==> config.mk <==
export PLATFORM = sky130hd
export DESIGN_NAME = writeback_tracker
export DESIGN_NICKNAME = d
export VERILOG_FILES = /design/src/rtl/writeback_tracker_pkg.sv /design/src/rtl/div_stall_fsm.sv /design/src/rtl/writeback_tracker.sv
export SDC_FILE = /design/constraint.sdc
export NUM_CORES = 1
export LEC_CHECK = 0
export CAP_MARGIN = 20
export CORE_MARGIN = 1.5
export CORE_UTILIZATION = 42
export CTS_CLUSTER_DIAMETER = 30
export DETAILED_ROUTE_END_ITERATION = 7
export PLACE_DENSITY = 0.86
export SLEW_MARGIN = 20
export SYNTH_ARGS = -nofsm -noshare
export SYNTH_HDL_FRONTEND = slang
export SYNTH_SLANG_ARGS = --single-unit
==> constraint.sdc <==
create_clock -name clk -period 2 [get_ports clk]
set_clock_uncertainty 0.1 [all_clocks]
set_input_delay 0.2 -clock clk [delete_from_list [all_inputs] [get_ports clk]]
set_output_delay 0.2 -clock clk [all_outputs]
set_load 0.03 [all_outputs]
==> src/rtl/writeback_tracker_pkg.sv <==
// rtl/writeback_tracker_pkg.sv - shared types and constants for the writeback tracker
//
// Purpose: pipeline stage record, divide FSM state encoding, default divide
//          latency and a small source/destination match helper.
// Ports:   none (package).

package writeback_tracker_pkg;

  // Stall cycles per divide; legal range 1..63 (counter is 6 bits wide).
  localparam int DIV_LATENCY_DEFAULT = 32;
  localparam int DIV_CNT_W           = 6;

  // Destination information carried from ID down to WB.
  typedef struct packed {
    logic       reg_write;
    logic [4:0] rd;
    logic       is_load;
    logic       is_div;
  } stage_t;

  // All-zero record inserted wherever a stage is bubbled.
  localparam stage_t STAGE_BUBBLE = '0;

  typedef enum logic {
    DIV_IDLE = 1'b0,
    DIV_BUSY = 1'b1
  } div_state_t;

  // True when a producer's destination is read by either source of the ID instruction.
  function automatic logic src_match(input logic [4:0] rd,
                                     input logic [4:0] rs1,
                                     input logic [4:0] rs2);
    return (rd == rs1) || (rd == rs2);
  endfunction

endpackage

==> src/rtl/div_stall_fsm.sv <==
// rtl/div_stall_fsm.sv - multi-cycle divide stall sequencer
//
// Purpose: holds the EX stage while a divide occupies it for DIV_LATENCY
//          cycles in total.
// Ports:
//   clk        in   clock, rising edge
//   reset      in   asynchronous active-high reset
//   div_in_ex  in   EX stage holds a divide
//   ex_hold    out  hold EX contents this cycle (combinational from state)
//   div_busy   out  FSM is in BUSY

module div_stall_fsm
  import writeback_tracker_pkg::*;
#(
  parameter int DIV_LATENCY = DIV_LATENCY_DEFAULT
) (
  input  logic clk,
  input  logic reset,
  input  logic div_in_ex,
  output logic ex_hold,
  output logic div_busy
);

  localparam logic [DIV_CNT_W-1:0] LOAD_VALUE = DIV_CNT_W'(DIV_LATENCY - 1);

  div_state_t           state;
  logic [DIV_CNT_W-1:0] count;

  // The IDLE cycle that spots the divide is itself a stall cycle, so the
  // counter starts at DIV_LATENCY-1 and BUSY releases when it reaches zero.
  always_ff @(posedge clk or posedge reset) begin
    if (reset) begin
      state <= DIV_IDLE;
      count <= '0;
    end else begin
      case (state)
        DIV_IDLE: begin
          if (div_in_ex) begin
            state <= DIV_BUSY;
            count <= LOAD_VALUE;
          end
        end
        DIV_BUSY: begin
          if (count != '0) begin
            count <= count - DIV_CNT_W'(1);
          end else begin
            state <= DIV_IDLE;
          end
        end
        default: begin
          state <= DIV_IDLE;
          count <= '0;
        end
      endcase
    end
  end

  always_comb begin
    ex_hold = 1'b0;
    case (state)
      DIV_IDLE: ex_hold = div_in_ex;
      DIV_BUSY: ex_hold = (count != '0);
      default:  ex_hold = 1'b0;
    endcase
  end

  assign div_busy = (state == DIV_BUSY);

endmodule

==> src/rtl/writeback_tracker.sv <==
// rtl/writeback_tracker.sv - destination tracking and hazard stall generation ID->WB
//
// Purpose: carries {reg_write, rd, is_load, is_div} through EX/MEM/WB, detects
//          load-use and branch-in-ID hazards, and sequences divide stalls.
// Ports:
//   clk, reset                          clock / asynchronous active-high reset
//   reg_write_id_i, rd_address_id_i     ID destination info
//   mem_to_reg_id_i, div_id_i           ID instruction is a load / divide
//   branch_id_i                         ID instruction is a branch compared in ID
//   rs1_address_id_i, rs2_address_id_i  ID source registers
//   flush_id_i                          annul the ID instruction
//   reg_write_{ex,mem,wb}_o, rd_address_{ex,mem,wb}_o  stage destination info
//   stall_o                             hold PC and IF/ID
//   ex_hold_o                           hold ID/EX (divide in progress)
//   div_busy_o                          divide FSM in BUSY

module writeback_tracker
  import writeback_tracker_pkg::*;
#(
  parameter int DIV_LATENCY = DIV_LATENCY_DEFAULT
) (
  input  logic       clk,
  input  logic       reset,
  input  logic       reg_write_id_i,
  input  logic [4:0] rd_address_id_i,
  input  logic       mem_to_reg_id_i,
  input  logic       div_id_i,
  input  logic       branch_id_i,
  input  logic [4:0] rs1_address_id_i,
  input  logic [4:0] rs2_address_id_i,
  input  logic       flush_id_i,
  output logic       reg_write_ex_o,
  output logic [4:0] rd_address_ex_o,
  output logic       reg_write_mem_o,
  output logic [4:0] rd_address_mem_o,
  output logic       reg_write_wb_o,
  output logic [4:0] rd_address_wb_o,
  output logic       stall_o,
  output logic       ex_hold_o,
  output logic       div_busy_o
);

  stage_t ex_q;
  stage_t mem_q;
  stage_t wb_q;
  stage_t id_stage;

  logic div_hold;
  logic div_busy;
  logic load_use;
  logic branch_hazard;
  logic hazard_stall;

  div_stall_fsm #(
    .DIV_LATENCY(DIV_LATENCY)
  ) u_div_stall_fsm (
    .clk       (clk),
    .reset     (reset),
    .div_in_ex (ex_q.is_div),
    .ex_hold   (div_hold),
    .div_busy  (div_busy)
  );

  // x0 is never written, so drop reg_write before it can create a false hazard.
  always_comb begin
    id_stage           = STAGE_BUBBLE;
    id_stage.reg_write = reg_write_id_i && (rd_address_id_i != 5'd0);
    id_stage.rd        = rd_address_id_i;
    id_stage.is_load   = mem_to_reg_id_i;
    id_stage.is_div    = div_id_i;
  end

  always_comb begin
    load_use = ex_q.reg_write && ex_q.is_load &&
               src_match(ex_q.rd, rs1_address_id_i, rs2_address_id_i);

    // A branch compares in ID, so an ALU result still in EX or load data still
    // in MEM cannot be forwarded in time; everything else is forwarded.
    branch_hazard = branch_id_i &&
                    ((ex_q.reg_write &&
                      src_match(ex_q.rd, rs1_address_id_i, rs2_address_id_i)) ||
                     (mem_q.reg_write && mem_q.is_load &&
                      src_match(mem_q.rd, rs1_address_id_i, rs2_address_id_i)));

    hazard_stall = load_use || branch_hazard;
  end

  // Divide hold wins: EX keeps the divide and MEM takes bubbles. Otherwise a
  // hazard stall or a flush replaces the incoming ID instruction with a bubble.
  always_ff @(posedge clk or posedge reset) begin
    if (reset) begin
      ex_q  <= STAGE_BUBBLE;
      mem_q <= STAGE_BUBBLE;
      wb_q  <= STAGE_BUBBLE;
    end else begin
      wb_q <= mem_q;
      if (div_hold) begin
        mem_q <= STAGE_BUBBLE;
      end else begin
        mem_q <= ex_q;
        if (hazard_stall || flush_id_i) begin
          ex_q <= STAGE_BUBBLE;
        end else begin
          ex_q <= id_stage;
        end
      end
    end
  end

  // Combinational stall outputs are forced low while reset is applied so the
  // pipeline control reads idle even before the first edge.
  assign stall_o   = !reset && (div_hold || hazard_stall);
  assign ex_hold_o = !reset && div_hold;

  assign div_busy_o       = div_busy;
  assign reg_write_ex_o   = ex_q.reg_write;
  assign rd_address_ex_o  = ex_q.rd;
  assign reg_write_mem_o  = mem_q.reg_write;
  assign rd_address_mem_o = mem_q.rd;
  assign reg_write_wb_o   = wb_q.reg_write;
  assign rd_address_wb_o  = wb_q.rd;

  // Record fields that have no consumer past their stage.
  logic unused_stage_bits;
  assign unused_stage_bits = ^{mem_q.is_div, wb_q.is_load, wb_q.is_div};

endmodule

==> flow_metrics.env <==
export IMPL_yosysSeqAreaShare=0.484
export IMPL_worst_setup_path_end_kind="output port"
export IMPL_worstSetupPathType="reg2out"
export IMPL_io_pins=43
export IMPL_core_rowCount=21
export IMPL_crit_top_cell="buf_6"
export IMPL_core_area_mm2=0.00331
export IMPL_power_leakage_nw=0.906
export IMPL_grt_pass1_vias=1155
export IMPL_holdBufCountCts=0
export IMPL_mostFrequentLayoutCells="clkdlybuf4s50_1, dfrtp_1, buf_4"
export IMPL_drtAntennaViolNets=0
export IMPL_drive_gt1_frac=0.275
export IMPL_clock_fmax_mhz=462
export IMPL_ir_drop_uv=568
export IMPL_dp_hpwl_um=2460
export IMPL_netlist_area_mm2=0.00145
export IMPL_die_area_mm2=0.00381
export IMPL_final_util=0.638
export IMPL_avgSynthCellArea_um2=11.2
export IMPL_track_usage=0.193
export IMPL_clock_latency_ns=0.32
export IMPL_syn_inst=129
export IMPL_vias_per_cell=4.98
export IMPL_synth_cell_types=34
export IMPL_violations="setup timing"
export IMPL_final_nets=206
export IMPL_cts_max_path_buffers=2
export IMPL_rsz0062_at_grt="true"
export IMPL_final_setup_tns_ns=-0.375
export IMPL_p_per_area_mw_per_mm2=1040
export IMPL_tightest_slew_ns=0.530
export IMPL_whs_ns=0.238
export IMPL_cts_sinks=28
export IMPL_wl_um=3530
export IMPL_die_h_um=61.7
export IMPL_worst_slack_ns=-0.163
export IMPL_yosys_warnings=0
export IMPL_num_antenna_cells=0
export IMPL_required_ns=1.70
export IMPL_hold_violations=0
export IMPL_maxCapViolCount=0
export IMPL_path_clk_slew_ns=0.14
export IMPL_ys_ff_latch=28
export IMPL_antenna_found_initial=0
export IMPL_cts_tree="yes"
export IMPL_path_cells="inv_1 > ha_2 > or3b_4 > o22ai_4 > buf_6 > a21oi_4 > buf_6"
export IMPL_setup_violations=5
export IMPL_relSlewSlack=0.644
export IMPL_synth_edf_count=0
export IMPL_htreeDepth=1
export IMPL_cts_root_buf="clkbuf_4"
export IMPL_async_reset_ff_frac=1.00
export IMPL_min_path_type="in2async"
export IMPL_cp_start_kind="flip-flop"
export IMPL_dr_pass1_iters=4
export IMPL_cts_made_buffers=3
export IMPL_areaGrowthSynthToFinish_pct=45.7
export IMPL_critPathMaxStageDelay_ns=0.41
export IMPL_final_common_cell="clkdlybuf4s50_1"
export IMPL_cp_max_fo=3
export IMPL_io_buffers=42
export IMPL_routedWlPerCell_um=15.5
export IMPL_gp_congestion=0.865
export IMPL_fp_dieW_um=61.7
export IMPL_critPathArrivalTime_ns=1.86
export IMPL_grt_max_degree=29
export IMPL_drv_slew=0
export IMPL_start_util=0.438
export IMPL_fin_crit_sh=1.08
export IMPL_status="complete, but fails checks"
export IMPL_fin_crit_ns=2.16
export IMPL_grt_ovfl_total=0
export IMPL_ys_flop_type="dfrtp_1"
export IMPL_first_iter_violations=27
export IMPL_drc=0
export IMPL_synth_fp_nets=152
export IMPL_grt_pass1_wl_um=5210
export IMPL_slowest_stage="dfrtp_1"
export IMPL_num_vias=1136
==> stage by stage <==
| stage | power (W) | instances | area [um^2] | worst slack (ns) |
|---|---|---|---|---|
| 2_1_floorplan | 0.00141 | 129 | 1460 | 0.0357 |
| 3_3_place_gp | 0.00169 | 211 | 1900 | -0.0911 |
| 3_5_place_dp | 0.00171 | 211 | 1900 | -0.125 |
| 4_1_cts | 0.00212 | 226 | 2060 | -0.126 |
| 5_1_grt | 0.00232 | 228 | 2110 | -0.242 |
| 6_report | 0.00219 | 228 | 2110 | -0.163 |
==> cells in the mapped netlist (all sizes together) (3+ instances only) <==
master,number,area share
dfrtp,28,0.48
xor2,14,0.085
buf,13,0.066
and2,8,0.035
a22o,7,0.042
nor3b,7,0.060
xnor2,7,0.042
o21ai,6,0.021
nor2,5,0.013
inv,4,0.010
nand3,4,0.014
a21oi,3,0.010
nor4,3,0.013
==> critical path, delay by kind of cell, from the launching register on <==
family / cells / cell delay [ns]
AND/OR/NAND/NOR: 1 / 0.40
buffers and inverters: 3 / 0.36
AO/OA/AOI/OAI: 2 / 0.17
flip-flops: 1 / 0.41
adder cells (fa/ha/maj): 1 / 0.19
==> timing repair <==
action	in CTS	in global routing
setup endpoints to repair	14	15
pin swaps	4	3
endpoints found under the hold margin	0	0
buffers inserted	11	3
gates resized for setup	15	15
==> sequential cells by signal, summed over array words and instances (netlist names), 2 cells and up <==
name	count
ex_q	2
u_div_stall_fsm.count	6
rd_address_ex_o	5
rd_address_mem_o	5
rd_address_wb_o	5
==> final cells by class <==
| type | count | area (um^2) |
|---|---|---|
| well taps | 46 | 57.6 |
| multi-input cells | 82 | 686 |
| clock buffers | 4 | 36.3 |
| repair buffers | 64 | 599 |
| fillers | 283 | 1200 |
| inverters | 4 | 27.5 |
| flip-flops and latches | 28 | 704 |
==> final timing paths <==
| path | start | end | slack, ns | depth (start not counted) |
|---|---|---|---|---|
| setup / recovery | u_div_stall_fsm.count[1] | stall_o | -0.16 | 7 |
| hold / removal | reset | u_div_stall_fsm.count[1] | 0.24 | 3 |
| setup reg to reg | u_div_stall_fsm.count[1] | rd_address_ex_o[1] | -0.03 | 9 |
| hold reg to reg | reg_write_mem_o | reg_write_wb_o | 0.32 | 0 |
| max in group asynchronous | reset | rd_address_ex_o[1] | 1.28 | 3 |
| min in group clk | reg_write_mem_o | reg_write_wb_o | 0.32 | 0 |
==> logic make-up (layout without fill, tap and decap cells) <==
| logic type | after synthesis | count (layout) | synth area share |
|---|---|---|---|
| xor gates and xnor gates | 21 | 21 | 0.127 |
| and+or+nand+nor | 38 | 38 | 0.188 |
| adders and majority gates | 1 | 1 | 0.00863 |
| AOI/OAI and AO/OA | 22 | 22 | 0.111 |
| DFF | 28 | 28 | 0.484 |
| buffers and inverters | 19 | 72 | 0.0812 |
==> power breakdown <==
part	switching, W	internal [W]
clock network	0.000162	0.000111
logic	0.000502	0.000556
registers	0.000141	0.000713
total	0.000805	0.00138
==> layer usage <==
metal	vias to the layer above	part of all wire	global-route usage
li1	543	-	-
met1	541	0.40	0.226
met2	42	0.52	0.343
met3	10	0.049	0.0248
met4	0	0.031	0.106
met5	-	0	0
(Power assumes the default switching activity.)
